$ cat src/rtl/lvds_pkg.sv
// Framing constants shared by the LVDS transmit framer and its receive counterpart,
// so both ends agree on state encoding, start symbol and FIFO geometry.
package lvds_pkg;

   typedef logic [1:0] state_t;

   localparam state_t STATE_PREAMBLE = 2'd0;
   localparam state_t STATE_START    = 2'd1;
   localparam state_t STATE_DATA     = 2'd2;

   localparam logic [1:0] START_SYM = 2'b11;
   localparam logic [1:0] IDLE_SYM  = 2'b00;

   localparam int DEFAULT_ZERO_LEN = 10;
   localparam int FIFO_DEPTH       = 256;
   localparam int ADDR_W           = 8;
   localparam int PTR_W            = 9;

   // One extra clock beyond the bit count covers the receiver's counter-reset edge.
   function automatic int pre_cycles(input int zero_len);
      return (zero_len + 1) / 2 + 1;
   endfunction

endpackage

$ cat src/rtl/lvds_fifo.sv
// 256x8 single-clock FIFO with 9-bit pointers, occupancy count and status flags.
// rd_data is a registered read of mem[rd_ptr]; it lags a pointer change by one clock.
module lvds_fifo
   import lvds_pkg::*;
#(
   parameter int AFULL_LVL  = 224,
   parameter int AEMPTY_LVL = 32
) (
   input  logic             clk,
   input  logic             reset_n,
   input  logic             wr_en,
   input  logic [7:0]       wr_data,
   input  logic             rd_en,
   output logic [7:0]       rd_data,
   output logic [PTR_W-1:0] data_count,
   output logic             full,
   output logic             almost_full,
   output logic             almost_empty,
   output logic             overflow
);

   logic [7:0]       mem [FIFO_DEPTH];
   logic [PTR_W-1:0] wr_ptr_reg;
   logic [PTR_W-1:0] rd_ptr_reg;
   logic [7:0]       rd_data_reg;
   logic             overflow_reg;
   logic             wr_accept;
   logic             rd_accept;

   assign data_count   = wr_ptr_reg - rd_ptr_reg;
   assign full         = (data_count == PTR_W'(FIFO_DEPTH));
   assign almost_full  = (data_count >= PTR_W'(AFULL_LVL));
   assign almost_empty = (data_count <= PTR_W'(AEMPTY_LVL));
   assign overflow     = overflow_reg;
   assign rd_data      = rd_data_reg;

   assign wr_accept = wr_en && !full;
   assign rd_accept = rd_en && (data_count != '0);

   always_ff @(posedge clk) begin
      if (wr_accept) begin
         mem[wr_ptr_reg[ADDR_W-1:0]] <= wr_data;
      end
   end

   always_ff @(posedge clk) begin
      rd_data_reg <= mem[rd_ptr_reg[ADDR_W-1:0]];
   end

   always_ff @(posedge clk or negedge reset_n) begin
      if (!reset_n) begin
         wr_ptr_reg   <= '0;
         rd_ptr_reg   <= '0;
         overflow_reg <= 1'b0;
      end else begin
         if (wr_accept) begin
            wr_ptr_reg <= wr_ptr_reg + PTR_W'(1);
         end
         if (rd_accept) begin
            rd_ptr_reg <= rd_ptr_reg + PTR_W'(1);
         end
         if (wr_en && full) begin
            overflow_reg <= 1'b1;
         end
      end
   end

endmodule

$ cat src/rtl/lvds_tx_framer.sv
// LVDS transmit framer: buffers fabric bytes and sends zero preamble, start dibit 11,
// then FRAME_LEN bytes MSB-first as dibits to the DDR output stage in the parent.
module lvds_tx_framer
   import lvds_pkg::*;
#(
   parameter int ZERO_LEN   = DEFAULT_ZERO_LEN,
   parameter int FRAME_LEN  = 16,
   parameter int AFULL_LVL  = 224,
   parameter int AEMPTY_LVL = 32
) (
   input  logic       clk,
   input  logic       reset_n,
   input  logic       wr_en,
   input  logic [7:0] wr_data,
   output logic       full,
   output logic       almost_full,
   output logic       almost_empty,
   output logic       overflow,
   output logic       busy,
   output logic [1:0] tx_data
);

   localparam int PRE_CYCLES = pre_cycles(ZERO_LEN);
   localparam int PRE_W      = $clog2(PRE_CYCLES + 1);

   state_t           state_reg;
   state_t           state_next;
   logic [PRE_W-1:0] pre_cnt_reg;
   logic [PRE_W-1:0] pre_cnt_next;
   logic [PRE_W-1:0] pre_inc;
   logic [7:0]       byte_cnt_reg;
   logic [7:0]       byte_cnt_next;
   logic [1:0]       dibit_cnt_reg;
   logic [1:0]       dibit_cnt_next;
   logic [7:0]       sr_reg;
   logic [7:0]       sr_next;
   logic [1:0]       tx_data_reg;
   logic [1:0]       tx_data_next;

   logic             rd_en;
   logic [7:0]       rd_data;
   logic [PTR_W-1:0] data_count;
   logic             pre_done;
   logic             frame_ready;
   logic             last_dibit;
   logic             last_byte;

   lvds_fifo #(
      .AFULL_LVL  (AFULL_LVL),
      .AEMPTY_LVL (AEMPTY_LVL)
   ) u_fifo (
      .clk          (clk),
      .reset_n      (reset_n),
      .wr_en        (wr_en),
      .wr_data      (wr_data),
      .rd_en        (rd_en),
      .rd_data      (rd_data),
      .data_count   (data_count),
      .full         (full),
      .almost_full  (almost_full),
      .almost_empty (almost_empty),
      .overflow     (overflow)
   );

   // The zero being emitted on this edge already counts toward the preamble.
   assign pre_inc     = (pre_cnt_reg == PRE_W'(PRE_CYCLES)) ? pre_cnt_reg
                                                            : pre_cnt_reg + PRE_W'(1);
   assign pre_done    = (pre_inc == PRE_W'(PRE_CYCLES));
   assign frame_ready = (data_count >= PTR_W'(FRAME_LEN));
   assign last_dibit  = (dibit_cnt_reg == 2'd3);
   assign last_byte   = (byte_cnt_reg == 8'(FRAME_LEN - 1));
   assign tx_data     = tx_data_reg;

   always_ff @(posedge clk or negedge reset_n) begin
      if (!reset_n) begin
         state_reg     <= STATE_PREAMBLE;
         pre_cnt_reg   <= '0;
         byte_cnt_reg  <= '0;
         dibit_cnt_reg <= '0;
         sr_reg        <= '0;
         tx_data_reg   <= IDLE_SYM;
      end else begin
         state_reg     <= state_next;
         pre_cnt_reg   <= pre_cnt_next;
         byte_cnt_reg  <= byte_cnt_next;
         dibit_cnt_reg <= dibit_cnt_next;
         sr_reg        <= sr_next;
         tx_data_reg   <= tx_data_next;
      end
   end

   always_comb begin
      state_next = state_reg;
      case (state_reg)
         STATE_PREAMBLE: begin
            if (pre_done && frame_ready) begin
               state_next = STATE_START;
            end
         end
         STATE_START: begin
            state_next = STATE_DATA;
         end
         STATE_DATA: begin
            if (last_dibit && last_byte) begin
               state_next = STATE_PREAMBLE;
            end
         end
         default: begin
            state_next = STATE_PREAMBLE;
         end
      endcase
   end

   // Whole frame is already buffered before START, so every rd_en hits a non-empty FIFO.
   always_comb begin
      pre_cnt_next   = pre_cnt_reg;
      byte_cnt_next  = byte_cnt_reg;
      dibit_cnt_next = dibit_cnt_reg;
      sr_next        = sr_reg;
      tx_data_next   = IDLE_SYM;
      rd_en          = 1'b0;
      busy           = 1'b0;
      case (state_reg)
         STATE_PREAMBLE: begin
            pre_cnt_next = pre_inc;
         end
         STATE_START: begin
            busy           = 1'b1;
            tx_data_next   = START_SYM;
            sr_next        = rd_data;
            rd_en          = 1'b1;
            byte_cnt_next  = '0;
            dibit_cnt_next = '0;
         end
         STATE_DATA: begin
            busy           = 1'b1;
            tx_data_next   = sr_reg[7:6];
            sr_next        = {sr_reg[5:0], 2'b00};
            dibit_cnt_next = dibit_cnt_reg + 2'd1;
            if (last_dibit) begin
               if (last_byte) begin
                  pre_cnt_next = '0;
               end else begin
                  sr_next       = rd_data;
                  rd_en         = 1'b1;
                  byte_cnt_next = byte_cnt_reg + 8'd1;
               end
            end
         end
         default: begin
            pre_cnt_next = '0;
         end
      endcase
   end

endmodule

$ cat config.mk
export PLATFORM = sky130hd
export DESIGN_NAME = lvds_tx_framer
export DESIGN_NICKNAME = d
export VERILOG_FILES = /design/src/rtl/lvds_pkg.sv /design/src/rtl/lvds_fifo.sv /design/src/rtl/lvds_tx_framer.sv
export SDC_FILE = /design/constraint.sdc
export NUM_CORES = 2
export LEC_CHECK = 0
export CAP_MARGIN = 40
export CORE_MARGIN = 2
export CORE_UTILIZATION = 50
export CTS_BUF_LIST = sky130_fd_sc_hd__clkbuf_8
export DETAILED_ROUTE_END_ITERATION = 10
export PLACE_DENSITY = 0.68
export SYNTH_ARGS = -nofsm -noshare
export SYNTH_HDL_FRONTEND = slang
export SYNTH_SLANG_ARGS = --single-unit
export TNS_END_PERCENT = 10
$ cat constraint.sdc
create_clock -name clk -period 4.69 [get_ports clk]
set_input_delay 0.938 -clock clk [delete_from_list [all_inputs] [get_ports clk]]
set_output_delay 0.938 -clock clk [all_outputs]
set_load 0.02 [all_outputs]
==> metrics <==
final worst-path cycle share 99.5%; CTS tree yes; placed insts 6190; setup_tns 0 ps; Worst Hold Class input pin to flop; CTS Sinks 2100; worst-path fanout max 4; crit path kind flop to output port; CP Launch Type flop; IO Pins 18; Initial DRT Pass Iterations 6; synth unique cells 63; Crit path largest cell delay 500 ps; initial antenna violation count 4; pwr/cell area 508 nW/µm²; Final Max Tran Viols 0; final hold viol count 0; cell breakdown of the critical path inv_4 > ha_4 > nor2b_4 > o31a_1 > o21ba_4 > or3_4 > a21oi_4 > xnor2_2 > a2111oi_2 > buf_4 > buf_6; slowest CP cell dfrtp_4; via count 41417; hold_ws 283 ps; Die W 409 µm; Synth Cell Area 81800 µm²; sequential share of power 45.1%; Max Cap Viol 0; Setup crit end kind output port; HPWL after detailed placement about 120 mm; slew margin rel. 34.1%; WL final 196 mm; Slew @ Worst Pin 989 ps; global-route wire length before repair approximately 290 mm; P_int around 33 mW; DRC 0; Multi-input gate area 18000 µm²; Register Area 62800 µm²; commonest non-fill, non-tap cell in the layout edfxtp_1; max FFs per register slightly above 2000; drt wl/cell 28.9 µm; Post-Layout Cell Count 6774; CTS clk-pin slew, worst paths 70 ps; Mean Syn Cell Area around 21 µm²; vias in the first global route 41953; Place WS 302 ps; r2r worst-path depth 9; Final min period 4670 ps; Congestion Overflow GR 0; P_leak 29.9 nW; number of synthesized register bits 2100; EDFF count, synth 2048; Worst Path Required between 3000 and 4000 ps; most frequent cells in the layout 2048 x edfxtp_1, 503 x mux4_2, 359 x clkbuf_8; Synth async-reset ratio 2.10%; number of fill cells 12051; run status complete, no violations; hold depth 1; VDD IR max 0.000886 V; Rows 148; layout cells sized above 1 between 20% and 30%; Final WS setup around 24 ps; WP data arrival 3730 ps; pin count of the biggest net entering global routing 143; clk_skew 86.9 ps; nets@finish 4400; warnings from Yosys 0; Switching Share ~29%; CTS H-tree lvls 5; Final setup viols 0; Post-Syn Nets 3950; Initial Util 50.3%; P&R area growth vs syn 12.7%; CTS buffer count around 340; FMAX 214 MHz; Worst-Skew Late Latency about 1000 ps; post-route antenna net violation count 0; initial DRC count 4901; die area about 170000 µm²; Clk pwr share 29.8%; combinational power share around a quarter; placer congestion estimate 0.877; GRT Resource Usage Total 23.5%; count of buffers from port buffering 17; Syn Inst Count between 3000 and 4000; Psw 13.6 mW; clock root buffer clkbuf_8; Primary FF master, synth edfxtp_1; Core Region 163000 µm²; RSZ-0062 raised after global routing yes; Seq/Total Area, Yosys between 70 and 80%; Die Height 409 µm; vias per cell between 6 and 7; CTS Buffer Depth 4
-- metal layers --
layer  wire length (µm)  vias up  track usage (%)
met4               6600        4             8.49
met5                 34        -                0
met3              16400      408             5.22
met2              94500     1942             36.9
li1                   -    17239                -
met1              78500    21824             32.7
-- timing repair --
| action | in CTS | in global routing |
|---|---|---|
| pin swaps | 2 | 9 |
| resized for setup | 19 | 14 |
| setup buffers | 2 | 2 |
| setup endpoints to repair | 3 | 3 |
| hold buffers | 1 | 0 |
| hold endpoints to repair | 9 | 0 |
-- stage by stage --
stage / utilization, % / power, mW / instance area [µm²]
after floorplan: - / 29.6 / 81800
after global placement: 52.9 / 33.0 / 86100
after detailed placement: 53.0 / 33.1 / 86200
after CTS: 56.6 / 47.0 / 92100
after global routing: 56.7 / 48.5 / 92200
final: 56.7 / 46.8 / 92200
-- final timing paths --
path / from / end / slack (ps)
max reg2reg: u_fifo.rd_ptr_reg[1] / u_fifo.rd_data[2] / 260
min in group asynchronous: reset_n / tx_data[0] / 310
min: wr_data[0] / u_fifo.mem[3][0] / 280
max in group asynchronous: reset_n / u_fifo.rd_ptr_reg[1] / 3540
max: u_fifo.rd_ptr_reg[1] / almost_empty / 20
min reg2reg: dibit_cnt_reg[0] / dibit_cnt_reg[0] / 480
-- power by group through the flow --
stage / combinational, mW / sequential [mW] / clock (mW)
2_1_floorplan: 8.16 / 21.4 / 0
4_1_cts: 11.7 / 21.1 / 14.2
6_report: 11.7 / 21.1 / 14.0
5_1_grt: 12.4 / 21.1 / 15.0
3_5_place_dp: 11.7 / 21.5 / 0
3_3_place_gp: 11.5 / 21.5 / 0
-- worst max-delay path: cells and delay by family, from the launching register on --
kind / cells / cell delay, ps
simple gates: 2 / 460
buf+inv: 3 / 410
flops: 1 / 500
xor+xnor: 1 / 100
fa+ha+maj: 1 / 190
compound gates: 4 / 1040
-- cell type report --
| class | count | share of cell area [%] |
|---|---|---|
| Clock buffer | 351 | 5.24 |
| Timing Repair Buffer | 317 | 2.94 |
| Antenna cell | 6 | 0.0163 |
| Multi-Input combinational cell | 1579 | 19.6 |
| Inverter | 25 | 0.113 |
| Sequential cell | 2100 | 68.1 |
| Tap cell | 2175 | 2.95 |
| Clock inverter | 221 | 1.08 |
-- Yosys cell counts (33+ instances only) --
master / count / area (µm²)
o21ai_1: 35 / 175
nor2_1: 327 / 1230
dfrtp_1: 44 / 1100
mux4_2: 503 / 11300
nand2_1: 75 / 282
o22ai_1: 43 / 269
buf_2: 61 / 305
clkbuf_1: 91 / 342
a221oi_1: 41 / 359
a21oi_1: 54 / 270
a22oi_1: 48 / 360
edfxtp_1: 2048 / 61500
nand3_1: 33 / 165
o21ai_0: 47 / 235
mux2i_1: 132 / 1320
-- cells by family after synthesis --
kind of cell / Yosys count / share of synthesized area [%]
simple gates: 540 / 2.83
flops: 2100 / 76.7
compound gates: 348 / 2.85
xor+xnor: 26 / 0.278
fa+ha+maj: 22 / 0.346
mux: 643 / 15.6
buf+inv: 238 / 1.41
(Power assumes the default switching activity.)
